## src/rtl/sha_pkg.sv

```systemverilog
// Shared types, widths and message-schedule helpers for the SHA-256 round
// controller and its W-schedule sub-block.
package sha_pkg;

  localparam int WORD_W         = 32;
  localparam int BLOCK_W        = 512;
  localparam int ROUNDS_DEFAULT = 64;

  typedef enum logic [2:0] {
    ST_IDLE,
    ST_LOAD,
    ST_ROUND,
    ST_UPDATE,
    ST_DONE
  } state_e;

  function automatic logic [WORD_W-1:0] sigma0(input logic [WORD_W-1:0] x);
    return {x[6:0], x[31:7]} ^ {x[17:0], x[31:18]} ^ {3'b000, x[31:3]};
  endfunction

  function automatic logic [WORD_W-1:0] sigma1(input logic [WORD_W-1:0] x);
    return {x[16:0], x[31:17]} ^ {x[18:0], x[31:19]} ^ {10'b0, x[31:10]};
  endfunction

endpackage

```

## src/rtl/sha_w_sched.sv

```systemverilog
// SHA-256 message schedule: 16-word sliding window holding W[t..t+15].
// Each shift presents W[t] on wt and appends W[t+16] to the window.
module sha_w_sched
  import sha_pkg::*;
(
  input  logic               clk,
  input  logic               rst,
  input  logic               load,
  input  logic               shift,
  input  logic [BLOCK_W-1:0] blk,
  output logic [WORD_W-1:0]  wt
);

  logic [WORD_W-1:0] win_q [16];
  logic [WORD_W-1:0] win_d [16];
  logic [WORD_W-1:0] wt_q;
  logic [WORD_W-1:0] wt_d;
  logic [WORD_W-1:0] new_w;

  always_comb begin
    new_w = sigma1(win_q[14]) + win_q[9] + sigma0(win_q[1]) + win_q[0];
    wt_d  = wt_q;
    for (int i = 0; i < 16; i++) begin
      win_d[i] = win_q[i];
    end
    if (load) begin
      for (int i = 0; i < 16; i++) begin
        win_d[i] = blk[BLOCK_W-1-WORD_W*i -: WORD_W];
      end
    end else if (shift) begin
      wt_d = win_q[0];
      for (int i = 0; i < 15; i++) begin
        win_d[i] = win_q[i+1];
      end
      win_d[15] = new_w;
    end
  end

  always_ff @(posedge clk) begin
    if (rst) begin
      for (int i = 0; i < 16; i++) begin
        win_q[i] <= '0;
      end
      wt_q <= '0;
    end else begin
      for (int i = 0; i < 16; i++) begin
        win_q[i] <= win_d[i];
      end
      wt_q <= wt_d;
    end
  end

  assign wt = wt_q;

endmodule

```

## src/rtl/sha_round_controller.sv

```systemverilog
// SHA-256 round sequencer: accepts 512-bit blocks and drives the compression
// core through load, ROUNDS rounds, hash update and final digest strobe.
//
//   state   | meaning
//   --------+-----------------------------------------------------------
//   IDLE    | waiting for a block; blk_ready high
//   LOAD    | core copies H into a..h (and loads IV on a message's first block)
//   ROUND   | one compression round per cycle, round_idx 0..ROUNDS-1
//   UPDATE  | core adds working vars into H
//   DONE    | digest_dv strobe after the message's last block
module sha_round_controller
  import sha_pkg::*;
#(
  parameter int ROUNDS = ROUNDS_DEFAULT
) (
  input  logic               clk,
  input  logic               rst,
  input  logic [BLOCK_W-1:0] blk_data,
  input  logic               blk_dv,
  input  logic               blk_last,
  output logic               blk_ready,
  output logic               round_en,
  output logic [5:0]         round_idx,
  output logic [WORD_W-1:0]  wt,
  output logic               core_init,
  output logic               core_load,
  output logic               core_update,
  output logic               digest_dv,
  output logic               busy
);

  localparam logic [5:0] LAST_IDX = 6'(ROUNDS - 1);

  state_e     state_q, state_d;
  logic [5:0] round_idx_q, round_idx_d;
  logic       first_blk_q, first_blk_d;
  logic       last_q, last_d;
  logic       round_en_q, round_en_d;
  logic       core_init_q, core_init_d;
  logic       core_load_q, core_load_d;
  logic       core_update_q, core_update_d;
  logic       digest_dv_q, digest_dv_d;
  logic       busy_q, busy_d;
  logic       sched_load;
  logic       sched_shift;

  always_comb begin
    state_d     = state_q;
    round_idx_d = '0;
    first_blk_d = first_blk_q;
    last_d      = last_q;
    case (state_q)
      ST_IDLE: begin
        if (blk_dv) begin
          last_d  = blk_last;
          state_d = ST_LOAD;
        end
      end
      ST_LOAD: begin
        first_blk_d = 1'b0;
        state_d     = ST_ROUND;
      end
      ST_ROUND: begin
        if (round_idx_q == LAST_IDX) begin
          state_d = ST_UPDATE;
        end else begin
          round_idx_d = round_idx_q + 6'd1;
        end
      end
      ST_UPDATE: begin
        state_d = last_q ? ST_DONE : ST_IDLE;
      end
      ST_DONE: begin
        first_blk_d = 1'b1;
        state_d     = ST_IDLE;
      end
      default: begin
        state_d = ST_IDLE;
      end
    endcase

    // Outputs are registered, so they are decoded from the state being entered.
    round_en_d    = (state_d == ST_ROUND);
    core_load_d   = (state_d == ST_LOAD);
    core_init_d   = (state_d == ST_LOAD) && first_blk_q;
    core_update_d = (state_d == ST_UPDATE);
    digest_dv_d   = (state_d == ST_DONE);
    busy_d        = (state_d != ST_IDLE);
  end

  always_ff @(posedge clk) begin
    if (rst) begin
      state_q       <= ST_IDLE;
      round_idx_q   <= '0;
      first_blk_q   <= 1'b1;
      last_q        <= 1'b0;
      round_en_q    <= 1'b0;
      core_init_q   <= 1'b0;
      core_load_q   <= 1'b0;
      core_update_q <= 1'b0;
      digest_dv_q   <= 1'b0;
      busy_q        <= 1'b0;
    end else begin
      state_q       <= state_d;
      round_idx_q   <= round_idx_d;
      first_blk_q   <= first_blk_d;
      last_q        <= last_d;
      round_en_q    <= round_en_d;
      core_init_q   <= core_init_d;
      core_load_q   <= core_load_d;
      core_update_q <= core_update_d;
      digest_dv_q   <= digest_dv_d;
      busy_q        <= busy_d;
    end
  end

  // Shifting on entry to each round makes wt hold W[t] during round t.
  assign sched_load  = (state_q == ST_IDLE) && blk_dv;
  assign sched_shift = (state_d == ST_ROUND);

  sha_w_sched u_w_sched (
    .clk   (clk),
    .rst   (rst),
    .load  (sched_load),
    .shift (sched_shift),
    .blk   (blk_data),
    .wt    (wt)
  );

  assign blk_ready   = (state_q == ST_IDLE) && !rst;
  assign round_en    = round_en_q;
  assign round_idx   = round_idx_q;
  assign core_init   = core_init_q;
  assign core_load   = core_load_q;
  assign core_update = core_update_q;
  assign digest_dv   = digest_dv_q;
  assign busy        = busy_q;

endmodule

```

## config.mk

```make
export PLATFORM = sky130hd
export DESIGN_NAME = sha_round_controller
export DESIGN_NICKNAME = d
export VERILOG_FILES = /design/src/rtl/sha_pkg.sv /design/src/rtl/sha_w_sched.sv /design/src/rtl/sha_round_controller.sv
export SDC_FILE = /design/constraint.sdc
export NUM_CORES = 2
export LEC_CHECK = 0
export ABC_CLOCK_PERIOD_IN_PS = 5000
export BUFFER_PORTS_ARGS = -buffer_cell sky130_fd_sc_hd__buf_2
export CAP_MARGIN = 5
export CORE_UTILIZATION = 56
export DETAILED_ROUTE_END_ITERATION = 10
export GPL_ROUTABILITY_DRIVEN = 0
export PLACE_DENSITY = 0.81
export SLEW_MARGIN = 25
export SYNTH_ARGS = -nofsm -noshare
export SYNTH_HDL_FRONTEND = slang
export SYNTH_HIERARCHICAL = 1
export SYNTH_SLANG_ARGS = --single-unit
```

## constraint.sdc

```tcl
create_clock -name clk -period 5 [get_ports clk]
set_input_delay 1.5 -clock clk [delete_from_list [all_inputs] [get_ports clk]]
set_output_delay 1.5 -clock clk [all_outputs]
set_load 0.05 [all_outputs]
```

# ---- After elaboration in Yosys (flattened, before gate mapping)
# Memories as Yosys holds them, arrays and structs flattened.
# Cells that the tools add are included.
dict set report classes {
  n_addsub 4
  n_eq_ne 9
  mux 26
  n_bitwise 22
  reduce_logical 10
}
# op count
set ops {}
lappend ops {{512-bit two-way mux} 2}
lappend ops {{32-bit two-way mux} 16}
lappend ops {{32-bit adder} 3}
lappend ops {{32-bit bitwise XOR} 2}
lappend ops {{32-bit by 22-bit bitwise XOR with 32-bit output} 1}
lappend ops {{32-bit by 29-bit bitwise XOR with 32-bit output} 1}
lappend ops {{1-bit bitwise OR} 16}
lappend ops {{3-bit by 2-bit == test with 1-bit output (second input constant)} 4}
lappend ops {{3-bit case mux with 4 select lines} 1}
lappend ops {{3-bit two-way mux} 3}
lappend ops {{6-bit by 1-bit adder with 6-bit output (second input constant)} 1}
lappend ops {{3-bit by 1-bit == test with 1-bit output (second input constant)} 2}
lappend ops {{3-bit == test (second input constant)} 2}
lappend ops {{6-bit == test (second input constant)} 1}
lappend ops {{2-bit AND reduction} 2}
lappend ops {{1-bit logical AND} 3}
lappend ops {{3-bit logical NOT} 1}
lappend ops {{1-bit two-way mux} 3}
lappend ops {{3-bit nonzero test} 1}
lappend ops {{3-bit OR reduction} 1}
lappend ops {{1-bit NOT} 2}
lappend ops {{1-bit case mux with 2 select lines} 1}
lappend ops {{2-bit nonzero test} 1}
lappend ops {{1-bit logical NOT} 1}
dict set report word_totals {
  ff_bits 49
  ramBits 512
  n_memories 1
}
# name depth width read_ports rd_ports_with_merged_regs write_ports line
set mem_list {}
lappend mem_list {u_w_sched.win_q 16 32 16 0 16 sha_w_sched.sv:14} ;# logic [WORD_W-1:0] win_q [16];

# ---- Longest topological paths before layout
dict set report depth {
  word_depth 8
  depth_mapped 17
}

# ---- Hierarchy
# Netlist, hierarchy kept.
# module instances cells_per_inst area_each_um2 seq_area_each_um2
set modules_own_cells {}
lappend modules_own_cells {sha_w_sched 1 3492 28235.8 10890.4}
lappend modules_own_cells {sha_round_controller 1 71 701.9 340.3}

# ---- Least setup slack after synthesis
# No wires, ideal clock.
dict set report synth_timing {
  path_type {in2out}
  from {input port rst}
  to {output port blk_ready}
  arrival_ns 3.136
  setup_slack_ns 0.364
  cell_stages 2
  path_buffers 1
  cell_sequence {clkbuf_1 > nor4_1}
}
dict set report synth_via {
  elab_chain_cells 2
}
# item line
set synth_rtl {}
lappend synth_rtl {{start, declared} sha_round_controller.sv:17} ;# input logic rst,
lappend synth_rtl {{1-bit logical NOT} sha_round_controller.sv:130} ;# assign blk_ready = (state_q == ST_IDLE) && !rst;
lappend synth_rtl {{1-bit logical AND} sha_round_controller.sv:130}
lappend synth_rtl {{end, declared} sha_round_controller.sv:21} ;# output logic blk_ready,
# No other way between the ends.

==> results.sh <==
export IMPL_synth_cell_type_count=67
export IMPL_syn2layout_area_growth_pct=17.1
export IMPL_clock_path_buffers=3
export IMPL_final_area_sq_um=33900
export IMPL_status="complete, no violations"
export IMPL_drive_gt1_frac=0.177
export IMPL_cp_required_ns=5.53
export IMPL_grt_pass1_vias=23700
export IMPL_dr_pass1_iters=7
export IMPL_critPathKind="flip-flop to flip-flop"
export IMPL_die_h_um=229
export IMPL_finClkSkew_ns=0.0168
export IMPL_path_clk_slew_ns=0.06
export IMPL_core_area_sq_um=50600
export IMPL_cap_violations=0
export IMPL_fillers=4151
export IMPL_tns_ns=0
export IMPL_whs_ns=0.451
export IMPL_cts_tree="done"
export IMPL_worstPathArrival_ns=4.96
export IMPL_gr_total_overflow=0
export IMPL_grt_setup_unrepaired="false"
export IMPL_placedCellCount=4522
export IMPL_slew_viol_final=0
export IMPL_clock_fmax_ghz=0.226
export IMPL_setup_viol=0
export IMPL_path_cells="xnor2_1 -> xnor2_1 -> fa_1 -> fa_1 -> ha_1 -> fa_1 -> a21o_1 -> a221o_1 -> o2111ai_2 -> nand4_1 -> a31oi_1 -> xnor2_1 -> nand2_1 -> a221oi_1"
export IMPL_holdBufCountCts=0
export IMPL_cts_buffers=58
export IMPL_num_io_pins=561
export IMPL_seqPwrFrac=0.368
export IMPL_grt_max_degree=233
export IMPL_ctsResizeCount=0
export IMPL_hp_class="flip-flop to flip-flop"
export IMPL_synth_enable_flop_cells=0
export IMPL_final_util=0.670
export IMPL_cpLargestDelayFamily="adder cells"
export IMPL_clock_sinks=561
export IMPL_tightest_slew_ns=1.27
export IMPL_synthArstFlopShare=0
export IMPL_yosysTopAreaCellShare=0.388
export IMPL_place_area_sq_um=31800
export IMPL_pre_cts_ws_ns=0.618
export IMPL_vias=26300
export IMPL_via_per_inst=5.64
export IMPL_p_int_mw=9.34
export IMPL_setup_slack_ns=0.572
export IMPL_period_needed_ns=4.43
export IMPL_fin_nets=4522
export IMPL_synth_seq_cells=561
export IMPL_critical_path_slowest_cell="fa_1"
export IMPL_syn_inst=3563
export IMPL_max_slew_margin_rel=0.152
export IMPL_grt_pass1_wl_mm=143
export IMPL_critPathMaxStageDelay_ns=0.50
export IMPL_powerDensity_nw_per_um2=430
export IMPL_clock_latency_ns=0.64
export IMPL_drt_total_wl_mm=99.5
export IMPL_netSwitchingPower_mw=5.22
export IMPL_htree_levels=2
export IMPL_switching_share=0.359
export IMPL_fin_crit_sh=0.886
export IMPL_leakagePower_nw=14.7
export IMPL_startpoint_type="flip-flop"
export IMPL_portBuffers=560
export IMPL_start_util=0.572
export IMPL_die_width_um=229
export IMPL_post_cts_buffers=0
export IMPL_rows=82
export IMPL_synthTopCellsByArea="dfxtp_1, mux2i_1, nor2_1"
export IMPL_ir_worst_vdd_v=0.000325
export IMPL_synthFlopType="dfxtp_1"
export IMPL_layout_cells_non_filler=4656
export IMPL_antenna_found_initial=35
export IMPL_hpwl_mm=72.9
export IMPL_path_buf_inv=0
export IMPL_total_power_mw=14.6
export IMPL_hold_viol=0
export IMPL_netlist_area_sq_um=28900
export IMPL_synth_nets=4173
export IMPL_yosysWarnings=6
export IMPL_dieArea_sq_um=52600
export IMPL_yosys_area_top_type="dfxtp_1"
export IMPL_cts_root_buf="clkbuf_16"
export IMPL_avgSynthCellArea_sq_um=8.12
export IMPL_end_kind="flip-flop"
export IMPL_ant_nets=0
export IMPL_drt_wirelength_per_cell_um=21.4
export IMPL_yosysSeqAreaShare=0.388
export IMPL_track_usage=0.362
export IMPL_combinationalPowerShare=0.327
export IMPL_drt_initial_drc_count=2998
export IMPL_drc=0
export IMPL_pwr_share_clk=0.306
export IMPL_cp_max_fo=5
tightest hold or removal path, delay by kind of cell (launching register included):
family,cells,cell delay (ns)
AOI/OAI and AO/OA,1,0.05
DFF,1,0.30
and+or+nand+nor,1,0.05
final timing paths:
kind	from	to	slack, ns	cells past startpoint
max	u_w_sched/win_q[0][51]	u_w_sched/win_q[1][249]	0.57	14
min	u_w_sched/wt[24]	u_w_sched/wt[24]	0.45	2
max reg2reg	u_w_sched/win_q[0][51]	u_w_sched/win_q[1][249]	0.57	14
min reg2reg	u_w_sched/wt[24]	u_w_sched/wt[24]	0.45	2
metal layers:
metal | GRT usage | wire length (um)
met1 | 0.464 | 39600
met2 | 0.561 | 44800
met3 | 0.0725 | 8870
met4 | 0.225 | 6180
met5 | 0 | 134
synthesized netlist by cell type, drive strengths merged (6+ instances only):
library cell / number
dfxtp: 561
nand4: 8
mux2i: 488
o21ai: 27
a211oi: 8
xor2: 21
nand2: 94
nor3: 6
nand2b: 7
inv: 144
nand3: 15
and2: 6
a221oi: 12
clkbuf: 243
fa: 62
o21a: 6
nor2: 998
a21oi: 574
and3: 6
buf: 51
a21o: 11
xnor2: 122
ha: 32
logic make-up after synthesis:
kind of cell,share of synthesized area
simple gates,0.158
compound gates,0.126
flops,0.388
xor+xnor,0.0433
fa+ha+maj,0.0567
mux,0.170
buf+inv,0.0580
layout make-up:
cell class                 count  area (sq um)  area share
multi-input combinational   2563         16000       0.474
clock buffer                  85          1690      0.0500
antenna                       25          62.6     0.00185
sequential                   561         11200       0.332
clock inverter                22           269     0.00794
timing repair buffer         583          3190      0.0942
inverter                     145           544      0.0161
tap                          672           841      0.0248
cells in the final DEF, fill, tap and decap left out, types with 6 or more instances in the layout:
master,n
and2_1,6
clkinv_2,10
nand4_1,8
nand2b_1,7
buf_4,7
xor2_1,21
nor3_1,6
mux2i_1,488
clkbuf_8,14
o21ai_0,22
clkbuf_16,58
a21o_1,11
diode_2,25
buf_2,559
and3_1,6
nand3_1,15
dfxtp_1,561
nand2_1,94
xnor2_1,122
ha_1,32
nor2_1,997
a221oi_1,11
inv_1,144
buf_12,13
a21oi_1,569
a211oi_1,7
fa_1,62
clkbuf_1,13
sequential cells by signal, indices dropped and copies added (netlist names):
| register | count |
|---|---|
| busy | 1 |
| last_q | 1 |
| round_en | 1 |
| digest_dv | 1 |
| core_update | 1 |
| first_blk_q | 1 |
| u_w_sched/win_q | 512 |
| round_idx | 6 |
| core_load | 1 |
| core_init | 1 |
| state_q | 3 |
| u_w_sched/wt | 32 |
power groups by stage:
| stage | logic (mW) | clock network [mW] | registers (mW) |
|---|---|---|---|
| final | 4.75 | 4.45 | 5.35 |
| after global routing | 5.16 | 4.69 | 5.37 |
| after CTS | 4.63 | 4.49 | 5.33 |
| after detailed placement | 4.58 | 0 | 5.42 |
| after global placement | 4.49 | 0 | 5.41 |
| after floorplan | 3.48 | 0 | 5.17 |
Note: power is estimated with default switching activity, not from simulation.
